[config.mk]
export PLATFORM = sky130hd
export DESIGN_NAME = clock_reset_sequencer
export DESIGN_NICKNAME = d
export VERILOG_FILES = /design/src/rtl/clock_reset_sequencer.sv
export SDC_FILE = /design/constraint.sdc
export NUM_CORES = 1
export LEC_CHECK = 0
export BUFFER_PORTS_ARGS = -buffer_cell sky130_fd_sc_hd__clkbuf_2
export CORE_MARGIN = 4
export CORE_UTILIZATION = 57
export CTS_BUF_LIST = sky130_fd_sc_hd__clkbuf_4 sky130_fd_sc_hd__clkbuf_8 sky130_fd_sc_hd__clkbuf_16
export DETAILED_ROUTE_END_ITERATION = 8
export GPL_TIMING_DRIVEN = 0
export PLACE_DENSITY = 0.88
export REMOVE_ABC_BUFFERS = 1
export SLEW_MARGIN = 10
export SYNTH_ARGS = -nofsm -noshare
export SYNTH_HDL_FRONTEND = slang
export SYNTH_SLANG_ARGS = --single-unit
[constraint.sdc]
create_clock -name clk_600m -period 3.4 [get_ports clk_600m]
set_input_delay 0.17 -clock clk_600m [delete_from_list [all_inputs] [get_ports clk_600m]]
set_output_delay 0.17 -clock clk_600m [all_outputs]
set_load 0.02 [all_outputs]
[src/rtl/clock_reset_sequencer.sv]
// Clock/reset sequencer for the PLL and clock-buffer subsystem.
// Holds the shared PLL in reset, waits for every PLL to lock and stay locked,
// then releases the domain resets one at a time. A lost lock or a lock timeout
// retries the sequence. After MAX_RETRIES consecutive failures it halts until
// software requests a restart.
// Ports:
//   clk_600m            sequencer clock
//   rst_n               asynchronous active-low reset
//   pll_locked_async_i  raw PLL lock flags (asynchronous)
//   sw_restart_i        single-cycle restart request
//   pll_areset_o        PLL reset, active high
//   domain_rst_n_o      per-domain resets, active low (index 0 released first)
//   all_ready_o         high only in RUN
//   fault_halt_o        high only in HALT
//   seq_state_o         current state encoding
//   retry_count_o       consecutive failed attempts
//   lock_loss_count_o   lock losses seen in RUN, saturating
module clock_reset_sequencer #(
   parameter int unsigned NUM_PLL        = 4,
   parameter int unsigned NUM_DOM        = 4,
   parameter int unsigned ARESET_CYCLES  = 64,
   parameter int unsigned LOCK_TIMEOUT   = 65535,
   parameter int unsigned SETTLE_CYCLES  = 1024,
   parameter int unsigned STAGGER_CYCLES = 32,
   parameter int unsigned MAX_RETRIES    = 3
) (
   input  logic               clk_600m,
   input  logic               rst_n,
   input  logic [NUM_PLL-1:0] pll_locked_async_i,
   input  logic               sw_restart_i,
   output logic               pll_areset_o,
   output logic [NUM_DOM-1:0] domain_rst_n_o,
   output logic               all_ready_o,
   output logic               fault_halt_o,
   output logic [2:0]         seq_state_o,
   output logic [3:0]         retry_count_o,
   output logic [7:0]         lock_loss_count_o
);

   localparam int unsigned CNT_W   = 16;
   localparam int unsigned ST_W    = 3;
   localparam int unsigned RETRY_W = 4;
   localparam int unsigned LOSS_W  = 8;

   typedef enum logic [ST_W-1:0] {
      PLL_RST   = 3'd0,
      WAIT_LOCK = 3'd1,
      SETTLE    = 3'd2,
      RELEASE   = 3'd3,
      RUN       = 3'd4,
      FAULT     = 3'd5,
      HALT      = 3'd6
   } state_e;

   state_e               state_q, state_d;
   logic [CNT_W-1:0]     cnt_q, cnt_d;
   logic [RETRY_W-1:0]   retry_q, retry_d;
   logic [LOSS_W-1:0]    loss_q, loss_d;
   logic [NUM_PLL-1:0]   sync1_q, sync2_q;
   logic                 pll_areset_q, pll_areset_d;
   logic [NUM_DOM-1:0]   dom_q, dom_d;
   logic                 all_ready_q, all_ready_d;
   logic                 fault_halt_q, fault_halt_d;
   logic [ST_W-1:0]      seq_state_q, seq_state_d;

   logic                 locked_all;
   logic                 stagger_done;
   logic [NUM_DOM-1:0]   dom_thermo_next;

   assign locked_all      = &sync2_q;
   assign stagger_done    = (cnt_q == CNT_W'(STAGGER_CYCLES - 1));
   // Thermometer step: shifts in one more released domain from index 0 upward.
   assign dom_thermo_next = (dom_q << 1) | NUM_DOM'(1);

   // State, counters, lock synchronizer and registered outputs.
   always_ff @(posedge clk_600m or negedge rst_n) begin
      if (!rst_n) begin
         state_q      <= PLL_RST;
         cnt_q        <= '0;
         retry_q      <= '0;
         loss_q       <= '0;
         sync1_q      <= '0;
         sync2_q      <= '0;
         pll_areset_q <= 1'b1;
         dom_q        <= '0;
         all_ready_q  <= 1'b0;
         fault_halt_q <= 1'b0;
         seq_state_q  <= '0;
      end else begin
         state_q      <= state_d;
         cnt_q        <= cnt_d;
         retry_q      <= retry_d;
         loss_q       <= loss_d;
         sync1_q      <= pll_locked_async_i;
         sync2_q      <= sync1_q;
         pll_areset_q <= pll_areset_d;
         dom_q        <= dom_d;
         all_ready_q  <= all_ready_d;
         fault_halt_q <= fault_halt_d;
         seq_state_q  <= seq_state_d;
      end
   end

   // Next-state and counter logic; sw_restart overrides everything.
   always_comb begin
      state_d = state_q;
      cnt_d   = cnt_q + CNT_W'(1);
      retry_d = retry_q;
      loss_d  = loss_q;
      case (state_q)
         PLL_RST: begin
            if (cnt_q == CNT_W'(ARESET_CYCLES - 1)) begin
               state_d = WAIT_LOCK;
               cnt_d   = '0;
            end
         end
         WAIT_LOCK: begin
            if (locked_all) begin
               state_d = SETTLE;
               cnt_d   = '0;
            end else if (cnt_q == CNT_W'(LOCK_TIMEOUT - 1)) begin
               state_d = FAULT;
               cnt_d   = '0;
               retry_d = retry_q + RETRY_W'(1);
            end
         end
         SETTLE: begin
            if (!locked_all) begin
               // A glitch during settle just restarts the lock wait.
               state_d = WAIT_LOCK;
               cnt_d   = '0;
            end else if (cnt_q == CNT_W'(SETTLE_CYCLES - 1)) begin
               cnt_d = '0;
               if (NUM_DOM == 1) begin
                  state_d = RUN;
                  retry_d = '0;
               end else begin
                  state_d = RELEASE;
               end
            end
         end
         RELEASE: begin
            if (!locked_all) begin
               state_d = FAULT;
               cnt_d   = '0;
               retry_d = retry_q + RETRY_W'(1);
            end else if (stagger_done) begin
               cnt_d = '0;
               if (&dom_thermo_next) begin
                  state_d = RUN;
                  retry_d = '0;
               end
            end
         end
         RUN: begin
            cnt_d = '0;
            if (!locked_all) begin
               state_d = FAULT;
               retry_d = retry_q + RETRY_W'(1);
               if (loss_q != '1) loss_d = loss_q + LOSS_W'(1);
            end
         end
         FAULT: begin
            cnt_d   = '0;
            state_d = (retry_q == RETRY_W'(MAX_RETRIES)) ? HALT : PLL_RST;
         end
         HALT: begin
            cnt_d = '0;
         end
         default: begin
            state_d = PLL_RST;
            cnt_d   = '0;
         end
      endcase
      if (sw_restart_i) begin
         state_d = PLL_RST;
         cnt_d   = '0;
         retry_d = '0;
         loss_d  = loss_q;
      end
   end

   // Output values for the edge that moves into state_d.
   always_comb begin
      pll_areset_d = (state_d == PLL_RST) || (state_d == FAULT) || (state_d == HALT);
      all_ready_d  = (state_d == RUN);
      fault_halt_d = (state_d == HALT);
      seq_state_d  = ST_W'(state_d);
      dom_d        = dom_q;
      if (!((state_d == RELEASE) || (state_d == RUN))) begin
         dom_d = '0;
      end else if (state_q == SETTLE) begin
         dom_d = NUM_DOM'(1);
      end else if ((state_q == RELEASE) && stagger_done) begin
         dom_d = dom_thermo_next;
      end
   end

   assign pll_areset_o      = pll_areset_q;
   assign domain_rst_n_o    = dom_q;
   assign all_ready_o       = all_ready_q;
   assign fault_halt_o      = fault_halt_q;
   assign seq_state_o       = seq_state_q;
   assign retry_count_o     = retry_q;
   assign lock_loss_count_o = loss_q;

endmodule

# Word level (Yosys, flattened, before mapping)
# Index checks and enable logic that the tools add are counted.
# word_totals
wordCells,80
regBits,46
# op_classes
add_sub_neg,3
eq_ne,22
reduce_logical,11
muxes,32
n_bitwise,2
# ops
operator,count
two-way mux 16 bit,8
case mux 16 bit (4 select lines),1
two-way mux 4 bit,10
two-way mux 3 bit,11
case mux 3 bit (7 select lines),1
equality test 3 bit (second input constant),6
adder 16 x 1 -> 16 bit (second input constant),1
equality test 16 x 10 -> 1 bit (second input constant),1
equality test 16 bit (second input constant),1
equality test 16 x 5 -> 1 bit (second input constant),1
equality test 16 x 6 -> 1 bit (second input constant),1
case mux 4 bit (3 select lines),1
equality test 3 x 2 -> 1 bit (second input constant),3
inequality test 3 bit (second input constant),3
adder 8 x 1 -> 8 bit (second input constant),1
inequality test 4 bit (second input constant),2
inequality test 8 bit (second input constant),1
AND reduction 4 bit,2
logical NOT 3 bit,2
AND reduction 6 bit,1
adder 4 x 1 -> 4 bit (second input constant),1
equality test 4 x 2 -> 1 bit (second input constant),1
nonzero test 4 bit,1
equality test 3 x 1 -> 1 bit (second input constant),1
other kinds (5),8

# Longest topological paths before layout
# Gate-level depths: netlist of the first run.
# depth
depth_word,9
depth_mapped,8
mapped_depth_nobuf,7

# Worst setup path after synthesis of the first run
# Ideal clock, no wire load.
# synth_timing
path_kind,reg-to-reg
start,reg cnt_q[0]
end,"reg dom_q[1], in the netlist domain_rst_n_o[1]"
n_path_buf,0
slack_ns,0.957
t_arrival_ns,2.349
setup_time_ns,0.094
stages_incl_launch_ff,8
path_cell_list,dfrtp_1 > ha_1 > and4_1 > nand4_2 > or2_4 > a221oi_4 > or4b_4 > a211oi_1
# synth_via
elab_chain_len,8
elab_cells_between_ends,19
# synth_lines
element,line_no,rtl
"start, declared",56,"logic [CNT_W-1:0] cnt_q, cnt_d;"
"start signal, assigned",91,cnt_q <= cnt_d;
equality test 16 x 5 -> 1 bit (tied with other cells),71,assign stagger_done = (cnt_q == CNT_W'(STAGGER_CYCLES - 1));
two-way mux 3 bit (on tied branches),"147, 121, 132",
two-way mux 3 bit (on tied branches),"143, 118, 128",
case mux 3 bit (7 select lines),110,case (state_q)
two-way mux 3 bit,175,if (sw_restart_i) begin
equality test 3 x 2 -> 1 bit / equality test 3 bit (equally long branches),190,if (!((state_d == RELEASE) || (state_d == RUN))) begin
logical OR 1 bit,190,
inequality test 3 x 1 -> 1 bit (no source line) / two-way mux 4 bit (equally long branches),n/a,
"end signal, assigned",97,dom_q <= dom_d;
"end, declared",61,"logic [NUM_DOM-1:0] dom_q, dom_d;"
# Several ways; a longest one is shown, not always the timed one.
# A chain may end at the register's enable or synchronous reset.

# Final worst setup path of the first run
# layout_timing
start,reg cnt_q[0]
end,reg cnt_q[12]
# layout_via
elab_chain_len,5
elab_cells_between_ends,14
# layout_lines
element,line_no,rtl
adder 16 x 1 -> 16 bit (tied with other cells),107,cnt_d = cnt_q + CNT_W'(1);
two-way mux 16 bit (on tied branches),"147, 121, 132",
two-way mux 16 bit (on tied branches),"143, 118, 128",
case mux 16 bit (4 select lines) (*),110,
two-way mux 16 bit (*),175,
via cnt_d[12],56,
# The timed path passes the listed nets; every way through them passes the cells marked *.

==> out/metrics.csv, run 1 <==
stage;metric;value;unit
die;Rows;22;
cells_and_area;ant diodes;0;
worst_hold_path;Hold Crit Class;in2async;
die;Initial Util;59.9;%
global_routing;first-pass GRT wire length;7.76;mm
power_and_ir_drop;leakage power;1.12;nW
global_routing;Tot GR Track Use;19.3;%
logic_synthesis;synthesis warning total;0;
cells_and_area;fin area;2570;um2
routing;final wirelength;4.32;mm
power_and_ir_drop;Tot Pwr;1.02;mW
logic_synthesis;Syn Inst Count;211;
routing;WL per Instance;14.6;um
timing;Final Cycle Share;84.4;%
critical_path;cell family with most CP delay;compound AO/OA/AOI/OAI gates;
clocking;TritonCTS clock tree;built;
cells_and_area;# nets final;258;
timing;unrepaired setup endpoints after global routing;no;
routing;met3 WL;195;um
timing;Fin. Hold Viols;0;
routing;1st-iter DRT viols;133;
routing;post-DR vias/cell;5.90;
clocking;Longest Clk Path Bufs;2;
critical_path;Slowest cell on crit path;o21ai_1;
critical_path;CP startpoint kind;flip-flop;
cells_and_area;fin cells;296;
cells_and_area;multi-input logic area;1050;um2
clocking;CTS clk-pin slew, worst paths;0.09;ns
place;dpl hpwl;3.04;mm
power_and_ir_drop;Max IR drop VDD;0.369;mV
global_routing;largest net degree at the start of global routing;47;
logic_synthesis;Netlist cell types;45;
clocking;cts bufs inserted;5;
critical_path;Max FO, Critical Path;16;
run;number of max-cap violations;0;
logic_synthesis;Syn Area/Cell;10.5;um2
critical_path;CP arrival;3.01;ns
critical_path;worst reg2reg startpoint;cnt_q[0];
logic_synthesis;Synth Flop Type;dfrtp_1;
timing;final clock skew;0.00787;ns
critical_path;worst reg2reg path depth;7;
clocking;CTS root buffer;clkbuf_8;
timing;relative slew slack;27.9;%
cells_and_area;commonest cells after routing, fill and taps aside;dfrtp_1, nor2_1, clkbuf_2, nand2_1, xnor2_1;
place;Post-DP Area;2410;um2
routing;WL met2;2.15;mm
die;IO Count;29;
place;Routability Congestion;0.941;
routing;TritonRoute pass-1 iters;4;
critical_path;slowest cell delay on critical path;0.84;ns
routing;DR top layer;met4;
critical_path;R2R Setup Slk;0.53;ns
logic_synthesis;Post-synth EDFFs;0;
timing;Final TNS setup;0;ns
critical_path;Stages on worst setup path;7;
cells_and_area;fraction of final layout cells sized beyond drive strength 1;19.0;%
critical_path;CP Cell Sequence;ha_1 > and4_1 > nand4_1 > o31ai_1 > o22ai_1 > o21ai_1 > nor2_1;
routing;DRC violations left;0;
critical_path;CP Class;reg2reg;
global_routing;antenna violations before repair;0;
die;Die Width;70.5;um
place;Post-Place Cells;284;
timing;Max Fclk;0.349;GHz
routing;DR vias;1745;
logic_synthesis;synthesis-stage register bit count;46;
timing;Least-Margin Pin Slew;1.07;ns
cells_and_area;Layout area overhead;15.4;%
global_routing;vias in the first global route;1743;
critical_path;Crit path buffers/inverters;0;
cells_and_area;Fillers;298;
timing;fin crit period;2.87;ns
routing;wire length on met1;1.91;mm
clocking;H-tree levels;2;
clocking;clk_lat worst skew;0.30;ns
logic_synthesis;Async S/R FF share, synth;100;%
logic_synthesis;post-synthesis sequential area ratio;51.8;%
clocking;Post CTS Setup Buffer Count;0;
cells_and_area;Register Area;1150;um2
status;status;finished clean;
logic_synthesis;Mapped Area;2230;um2
critical_path;WP data required;3.54;ns
place;IO buf count;28;
timing;max-slew violations;0;
critical_path;r2r endpoint;cnt_q[12];
die;area of the core;3720;um2
power_and_ir_drop;pwr dens;396;nW/um2
die;die area;4970;um2
timing;final setup violation count;0;
die;Die Y-Extent;70.5;um
critical_path;CP endpoint kind;flip-flop;
routing;Antenna Nets Post-Route;0;
clocking;CTS Sinks;46;
cells_and_area;leading cell type in the layout, fill and taps excluded;dfrtp_1;
global_routing;global route total overflow;0;
[area by class of cell]
class,instances,share of cell area [%]
multi-input cells,158,40.8
repair buffers,32,7.01
flip-flops and latches,46,44.9
clock inverters,2,1.46
inverters,4,0.585
well taps,48,2.34
clock buffers,6,2.97
[how the worst max path moves through the flow]
stage | from | end | slack [ns]
2_1_floorplan | cnt_q[0] | domain_rst_n_o[1] | 0.96
6_report | cnt_q[0] | cnt_q[12] | 0.53
3_3_place_gp | cnt_q[0] | cnt_q[3] | 0.54
4_1_cts | cnt_q[0] | cnt_q[12] | 0.48
5_1_grt | cnt_q[0] | cnt_q[12] | 0.09
3_5_place_dp | cnt_q[0] | cnt_q[12] | 0.51
[Yosys cell counts (2+ instances only)]
cell,n,share of area [%]
a211o_1,2,0.79
a211oi_1,5,1.7
nand3_1,11,2.5
nor3_1,7,1.6
mux2i_1,3,1.3
or3_1,2,0.56
nand2b_1,4,1.1
o21ai_0,3,0.67
inv_1,4,0.67
dfrtp_1,45,51
nor4_1,3,0.84
o22ai_1,4,1.1
ha_1,4,2.2
mux2_2,2,1.0
a21oi_1,4,0.90
xnor2_1,12,4.7
nand4_1,8,2.2
and3_1,4,1.1
and4_1,3,1.2
nor2b_1,4,1.1
nor2_1,31,5.2
xor2_1,9,3.5
clkbuf_1,3,0.51
a22o_1,2,0.79
nand2_1,12,2.0
[per-stage QoR]
| step | hold WS [ns] | setup slack (ns) | util, % |
|---|---|---|---|
| final | 0.0251 | 0.532 | 69.1 |
| after global routing | 0.103 | 0.0930 | 69.1 |
| after floorplan | -0.126 | 0.957 | - |
| after CTS | 0.103 | 0.484 | 69.1 |
| after detailed placement | 0.280 | 0.508 | 65.0 |
| after global placement | 0.278 | 0.542 | 65.0 |
[where the power goes]
group / switching, mW / internal [mW] / total (mW)
clock: 0.181 / 0.227 / 0.408
combinational: 0.0276 / 0.0142 / 0.0417
sequential: 0.00970 / 0.557 / 0.567
[flip-flops by register name, summed over array words and instances (netlist names)]
register	cells
all_ready_o	1
cnt_q	16
domain_rst_n_o	4
fault_halt_o	1
lock_loss_count_o	8
pll_areset_o	1
retry_count_o	4
seq_state_o	3
sync1_q	4
sync2_q	4
[metal layers]
layer / GRT usage [%] / vias to the layer above
li1: - / 838
met1: 24.0 / 861
met2: 33.0 / 38
met3: 4.75 / 8
met4: 5.96 / 0
met5: 0 / -
[cell families (layout without fill, tap and decap cells)]
kind of cell,count (synthesis),in the layout,share of synthesized area (%)
multiplexers,5,5,2.36
XOR/XNOR,21,21,8.26
adder cells (fa/ha/maj),4,4,2.25
AO/OA/AOI/OAI,28,28,9.50
AND/OR/NAND/NOR,100,100,24.7
flip-flops,46,46,51.8
buffers and inverters,7,44,1.18
[timing repair]
item,4_1_cts,5_1_grt
hold endpoints to repair,4,0
endpoints found under the setup margin,0,0
gates resized for setup,0,0
hold buffers,4,0
Note: power is estimated with default switching activity, not from simulation.
==> inputs of run 2 (changes only) <==
--- a/config.mk
+++ b/config.mk
@@ -5,13 +5,14 @@
 export SDC_FILE = /design/constraint.sdc
 export NUM_CORES = 1
 export LEC_CHECK = 0
+export ABC_AREA = 1
 export BUFFER_PORTS_ARGS = -buffer_cell sky130_fd_sc_hd__clkbuf_2
 export CORE_MARGIN = 4
-export CORE_UTILIZATION = 57
+export CORE_UTILIZATION = 52
 export CTS_BUF_LIST = sky130_fd_sc_hd__clkbuf_4 sky130_fd_sc_hd__clkbuf_8 sky130_fd_sc_hd__clkbuf_16
 export DETAILED_ROUTE_END_ITERATION = 8
 export GPL_TIMING_DRIVEN = 0
-export PLACE_DENSITY = 0.88
+export PLACE_DENSITY = 0.84
 export REMOVE_ABC_BUFFERS = 1
 export SLEW_MARGIN = 10
 export SYNTH_ARGS = -nofsm -noshare
==> constraint.sdc (replaced) <==
create_clock -name clk_600m -period 2.4 [get_ports clk_600m]
set_input_delay 0.12 -clock clk_600m [delete_from_list [all_inputs] [get_ports clk_600m]]
set_output_delay 0.12 -clock clk_600m [all_outputs]
set_load 0.02 [all_outputs]
==> out/metrics.csv, run 2 <==
stage;metric;value;unit;change
status;status;finished, violations left;;
status;failing checks;hold timing;;
cells_and_area;Final Core Density;62.3;%;-6.8 points
global_routing;antenna violations before repair;0;;unchanged
die;Rows;24;;+9.1%
die;area of the core;4410;um2;+19%
run;number of max-cap violations;0;;unchanged
place;Routability Congestion;0.836;;-11%
timing;Final TNS setup;0;ns;unchanged
clocking;Longest Clk Path Bufs;2;;unchanged
timing;max-slew violations;0;;unchanged
routing;Antenna Nets Post-Route;0;;unchanged
critical_path;WP data required;2.60;ns;-0.94 ns
power_and_ir_drop;leakage power;1.30;nW;+16%
logic_synthesis;Syn Inst Count;269;;+27%
logic_synthesis;Netlist cell types;37;;-18%
cells_and_area;# nets final;318;;+23%
logic_synthesis;synthesis-stage register bit count;46;;unchanged
clocking;CTS Sinks;46;;unchanged
logic_synthesis;post-synthesis sequential area ratio;47.9;%;-3.8 points
logic_synthesis;top-count cell post-synth;dfrtp_1;;
cells_and_area;Layout area overhead;14.5;%;
critical_path;CP Launch Point;cnt_q[0];;
clocking;TritonCTS clock tree;built;;
timing;final clock skew;0.0116;ns;+0.00371 ns
logic_synthesis;Synth area leader;dfrtp_1;;
cells_and_area;leading cell type in the layout, fill and taps excluded;dfrtp_1;;
cells_and_area;max FFs per register;16;;unchanged
die;die area;5770;um2;+16%
global_routing;vias in the first global route;1808;;+3.7%
place;Post-Place Cells;348;;+23%
clocking;Post CTS Setup Buffer Count;0;;unchanged
die;Die Width;76.0;um;+7.8%
global_routing;global route total overflow;0;;unchanged
routing;DRC violations left;0;;unchanged
cells_and_area;commonest cells after routing, fill and taps aside;dfrtp_1, nand2_1, nor2_1, inv_1, clkbuf_2;;
global_routing;largest net degree at the start of global routing;47;;unchanged
logic_synthesis;area share of the largest cell type after synthesis;46.9;%;-3.7 points
timing;Final Cycle Share;86.9;%;+2.5 points
timing;Least-Margin Pin Slew;0.966;ns;-0.109 ns
die;Die Y-Extent;76.0;um;+7.8%
critical_path;CP arrival;2.28;ns;-0.73 ns
critical_path;CP startpoint kind;flip-flop;;
cells_and_area;Most flops, register;cnt_q;;
place;dpl hpwl;3.24;mm;+6.6%
timing;unrepaired setup endpoints after global routing;no;;
routing;DR vias;1831;;+4.9%
clocking;H-tree levels;2;;unchanged
clocking;cts bufs inserted;5;;unchanged
global_routing;first-pass GRT wire length;7.81;mm;+0.71%
cells_and_area;Register Area;1150;um2;unchanged
routing;post-DR vias/cell;5.09;;-14%
logic_synthesis;synth cell count leaders;dfrtp_1, nand2_1, nor2_1;;
routing;final wirelength;4.30;mm;-0.56%
power_and_ir_drop;Max IR drop VDD;0.419;mV;+14%
critical_path;CP endpoint kind;flip-flop;;
timing;Fin. Hold Viols;45;;+45
routing;WL per Instance;11.9;um;-18%
cells_and_area;fin cells;360;;+22%
cells_and_area;multi-input logic area;1120;um2;+6.6%
logic_synthesis;largest cells by area after synthesis;dfrtp_1, nand2_1, nor2_1, nor2_2, inv_1;;
timing;fin crit period;2.09;ns;-0.783 ns
critical_path;Max FO, Critical Path;16;;unchanged
routing;TritonRoute pass-1 iters;4;;unchanged
logic_synthesis;Synth Flop Type;dfrtp_1;;
place;IO buf count;28;;unchanged
logic_synthesis;synthesis warning total;0;;unchanged
power_and_ir_drop;pwr dens;529;nW/um2;+34%
global_routing;Tot GR Track Use;16.3;%;-3.0 points
timing;final setup violation count;0;;unchanged
timing;Hold WS;-0.0257;ns;-0.0508 ns
cells_and_area;fraction of final layout cells sized beyond drive strength 1;27.9;%;+9.0 points
critical_path;worst reg2reg startpoint;cnt_q[0];;
timing;Max Fclk;0.480;GHz;+38%
cells_and_area;Fillers;356;;+19%
routing;1st-iter DRT viols;80;;-40%
logic_synthesis;Mapped Area;2400;um2;+8.0%
logic_synthesis;Post-synth EDFFs;0;;unchanged
worst_hold_path;Hold Crit Class;in2async;;
critical_path;CP Class;reg2reg;;
cells_and_area;ant diodes;0;;unchanged
clocking;CTS clk-pin slew, worst paths;0.08;ns;about the same
clocking;CTS root buffer;clkbuf_8;;
logic_synthesis;Syn Area/Cell;8.94;um2;-15%
logic_synthesis;Async S/R FF share, synth;100;%;unchanged
die;Initial Util;54.5;%;-5.4 points
clocking;clk_lat worst skew;0.30;ns;about the same
die;IO Count;29;;unchanged
timing;relative slew slack;35.6;%;+7.7 points
-- run 2: cell types whose count changed in the layout (fill, tap and decap cells not counted), sizes merged, moves of 4 or more --
cell    before  now
nor2        31   54
a211oi       5    0
nor2b        4    0
nand2       12   51
nand2b       4    0
o21ai        4   10
nor4         5    0
nand3       11   20
inv          4   32
-- run 2: kinds of logic (layout without fill, tap and decap cells) --
logic type	count (synthesis)	count (layout)	synth area share (%)
compound gates	20	20	5.88
xor+xnor	17	17	6.19
fa+ha+maj	4	4	2.08
buf+inv	34	73	5.62
flops	46	46	47.9
mux	1	1	0.468
simple gates	147	147	31.8
-- run 2: worst paths after layout --
check	end	slack, ns	cells after the start
max in group asynchronous	domain_rst_n_o[0]	1.83	1
min in group clk_600m	seq_state_o[2]	0.04	2
hold reg to reg	sync2_q[1]	0.35	0
setup reg to reg	cnt_q[2]	0.31	8
setup / recovery	cnt_q[2]	0.31	8
hold / removal	cnt_q[0]	-0.03	1
-- run 2: area by class of cell --
class | instances | share of cell area (%)
inverter | 33 | 4.50
timing repair buffer | 32 | 6.55
sequential | 46 | 41.9
clock buffer | 6 | 2.77
multi-input combinational | 189 | 40.6
tap | 52 | 2.36
clock inverter | 2 | 1.36
-- run 2: critical path, cell delays in order (launching register included) --
cell and delay [ns]:
dfrtp_1 0.40, ha_1 0.24, nand3_2 0.14, nor2_1 0.22
and2_1 0.20, o21ai_2 0.08, o211ai_4 0.49, or2_1 0.18
inv_1 0.04
-- run 2: repair_timing --
action | in CTS | in global routing
gates resized for setup | 0 | 0
endpoints found under the hold margin | 4 | 0
hold buffers | 4 | 0
-- run 2: where the power goes --
group          internal, mW  switching (mW)
sequential            0.793          0.0159
clock                 0.322           0.247
combinational        0.0268          0.0502
total                  1.14           0.313
-- run 2: routing by layer --
metal	GRT usage (%)	routed length [um]
met1	19.7	1850
met2	27.5	2180
met3	4.14	203
met4	6.41	66
met5	0	0
-- run 2: through the flow --
stage	hold WS, ns	instance area, um2	total power [mW]	setup WS, ns
2_1_floorplan	-0.176	2390	0.861	0.610
3_3_place_gp	0.229	2600	0.896	0.348
3_5_place_dp	0.230	2600	0.898	0.329
4_1_cts	0.0275	2750	1.47	0.304
5_1_grt	0.0429	2750	1.53	0.139
6_report	-0.0257	2750	1.45	0.315
==> inputs of run 3 (changes only) <==
--- a/config.mk
+++ b/config.mk
@@ -7,6 +7,7 @@
 export LEC_CHECK = 0
 export ABC_AREA = 1
 export BUFFER_PORTS_ARGS = -buffer_cell sky130_fd_sc_hd__clkbuf_2
+export CORE_ASPECT_RATIO = 1.2
 export CORE_MARGIN = 4
 export CORE_UTILIZATION = 52
 export CTS_BUF_LIST = sky130_fd_sc_hd__clkbuf_4 sky130_fd_sc_hd__clkbuf_8 sky130_fd_sc_hd__clkbuf_16
==> out/metrics.csv, run 3 (synthesized netlist as in run 2, its figures left out) <==
stage;metric;value;unit;change
critical_path;R2R Setup Slk;0.32;ns;about the same
power_and_ir_drop;switching power share of the total;23.7;%;+2.1 points
timing;Final TNS setup;0;ns;unchanged
critical_path;worst reg2reg startpoint;cnt_q[0];;
clocking;TritonCTS clock tree;built;;
timing;unrepaired setup endpoints after global routing;no;;
cells_and_area;fin area;2730;um2;-0.68%
global_routing;largest net degree at the start of global routing;47;;unchanged
cells_and_area;ant diodes;0;;unchanged
global_routing;GR Layer Usage met1;18.1;%;-1.7 points
critical_path;Max FO, Critical Path;16;;unchanged
power_and_ir_drop;Max IR drop VDD;0.253;mV;-40%
timing;final setup violation count;0;;unchanged
global_routing;Tot GR Track Use;16.3;%;+0.086 points
clocking;clk_lat worst skew;0.30;ns;about the same
place;pre-CTS WS;0.316;ns;-0.0127 ns
cells_and_area;leading cell type in the layout, fill and taps excluded;dfrtp_1;;
power_and_ir_drop;Seq pwr share;59.5;%;+3.9 points
timing;final worst-path setup slack;0.317;ns;+0.00218 ns
clocking;Longest Clk Path Bufs;2;;unchanged
critical_path;r2r endpoint;cnt_q[4];;
worst_hold_path;Hold Crit Class;in2async;;
timing;final clock skew;0.0114;ns;-0.000164 ns
cells_and_area;Fillers;368;;+3.4%
power_and_ir_drop;Clock power frac;34.8;%;-4.3 points
global_routing;antenna violations before repair;0;;unchanged
place;dpl hpwl;3.11;mm;-4.0%
place;Routability Congestion;0.841;;+0.62%
run;number of max-cap violations;0;;unchanged
global_routing;layer with the highest usage;met2;;
routing;DRC violations left;0;;unchanged
cells_and_area;Layout area overhead;13.7;%;
critical_path;CP Cell Sequence;ha_1 > nand3_2 > nor2_2 > nand2_1 > nand2_1 > o21ai_2 > o211ai_4 > or2_1 > inv_1;;
die;area of the core;4360;um2;-1.2%
cells_and_area;Most flops, register;cnt_q;;
routing;DR vias;1820;;-0.60%
cells_and_area;fin cells;364;;+1.1%
timing;Hold WS;-0.0230;ns;+0.00263 ns
clocking;CTS clk-pin slew, worst paths;0.09;ns;about the same
cells_and_area;multi-input logic area;1120;um2;unchanged
global_routing;M3 GR Usage;3.27;%;-0.87 points
place;Post-DP Area;2600;um2;+0.19%
global_routing;vias in the first global route;1782;;-1.4%
routing;1st-iter DRT viols;162;;+100%
routing;final wirelength;4.34;mm;+0.95%
power_and_ir_drop;pwr dens;497;nW/um2;-6.0%
power_and_ir_drop;Tot Pwr;1.36;mW;-6.7%
critical_path;CP endpoint kind;flip-flop;;
critical_path;CP arrival;2.27;ns;about the same
timing;Least-Margin Pin Slew;0.981;ns;+0.0149 ns
place;IO buf count;28;;unchanged
routing;TritonRoute pass-1 iters;4;;unchanged
timing;Max Fclk;0.480;GHz;+0.10%
clocking;H-tree levels;2;;unchanged
timing;Final Cycle Share;86.8;%;-0.091 points
status;failing checks;hold timing;;
cells_and_area;max FFs per register;16;;unchanged
die;Rows;26;;+8.3%
clocking;cts bufs inserted;5;;unchanged
die;IO Count;29;;unchanged
critical_path;WP data required;2.59;ns;about the same
cells_and_area;commonest cells after routing, fill and taps aside;dfrtp_1, nand2_1, nor2_1, inv_1, clkbuf_2;;
die;Die Y-Extent;82.5;um;+8.5%
timing;relative slew slack;34.6;%;-0.99 points
die;die area;5780;um2;about the same
status;status;finished, violations left;;
routing;post-DR vias/cell;5.00;;-1.7%
clocking;post-CTS sizing;0;;unchanged
timing;fin crit period;2.08;ns;-0.00218 ns
critical_path;CP Class;reg2reg;;
power_and_ir_drop;switching power;321;uW;+2.6%
global_routing;GR Util met2;31.0;%;+3.5 points
global_routing;first-pass GRT wire length;7.52;mm;-3.7%
clocking;CTS Sinks;46;;unchanged
die;Initial Util;55.1;%;+0.69 points
critical_path;Slowest cell on crit path;o211ai_4;;
cells_and_area;fraction of final layout cells sized beyond drive strength 1;27.9;%;unchanged
cells_and_area;# nets final;318;;unchanged
global_routing;global route total overflow;0;;unchanged
clocking;CTS root buffer;clkbuf_8;;
power_and_ir_drop;Internal;1.04;mW;-9.2%
cells_and_area;Register Area;1150;um2;unchanged
power_and_ir_drop;Comb power frac;5.6;%;+0.3 points
die;Die Width;70.1;um;-7.8%
power_and_ir_drop;leakage power;1.30;nW;-0.48%
critical_path;slowest cell delay on critical path;0.50;ns;about the same
timing;max-slew violations;0;;unchanged
place;Post-Place Cells;352;;+1.1%
routing;WL per Instance;11.9;um;-0.16%
routing;Antenna Nets Post-Route;0;;unchanged
critical_path;CP startpoint kind;flip-flop;;
cells_and_area;Final Core Density;62.7;%;+0.36 points
timing;Fin. Hold Viols;45;;unchanged
critical_path;most frequent CP cell;nand2_1;;
critical_path;worst reg2reg path depth;9;;+1
-- run 3: routing by layer --
metal	up-vias	part of all wire, %
li1	928	-
met4	0	1.4
met2	36	52
met5	-	0
met1	850	43
met3	6	3.4
-- run 3: worst max path at each step --
stage	to	slack (ns)	from
after CTS	cnt_q[4]	0.30	cnt_q[0]
final	cnt_q[4]	0.32	cnt_q[0]
after detailed placement	cnt_q[4]	0.32	cnt_q[0]
after global placement	cnt_q[4]	0.35	cnt_q[0]
after floorplan	cnt_q[2]	0.61	cnt_q[0]
after global routing	cnt_q[4]	0.16	cnt_q[0]
-- run 3: repair_timing --
item                                   in CTS  in global routing
setup buffers                               0                  0
setup endpoints to repair                   0                  0
hold buffers                                4                  0
endpoints found under the hold margin       4                  0
-- run 3: critical path: cells and delay by family (launching register included) --
kind | cells | cell delay, ns
adders and majority gates | 1 | 0.23
DFF | 1 | 0.39
AOI/OAI and AO/OA | 2 | 0.57
buffers and inverters | 1 | 0.04
and+or+nand+nor | 5 | 0.74
-- run 3: final cells by class --
| class | count | area share (%) |
|---|---|---|
| Multi-Input combinational cell | 189 | 40.8 |
| Timing Repair Buffer | 32 | 6.59 |
| Inverter | 33 | 4.53 |
| Clock buffer | 6 | 2.79 |
| Clock inverter | 2 | 0.504 |
| Tap cell | 56 | 2.56 |
| Sequential cell | 46 | 42.2 |
-- run 3: power groups by stage --
stage | Clock (mW) | Combinational (mW) | Sequential (mW)
4_1_cts | 0.494 | 0.0792 | 0.808
3_5_place_dp | 0 | 0.0737 | 0.824
6_report | 0.473 | 0.0766 | 0.808
2_1_floorplan | 0 | 0.0304 | 0.831
3_3_place_gp | 0 | 0.0730 | 0.824
5_1_grt | 0.522 | 0.0896 | 0.812
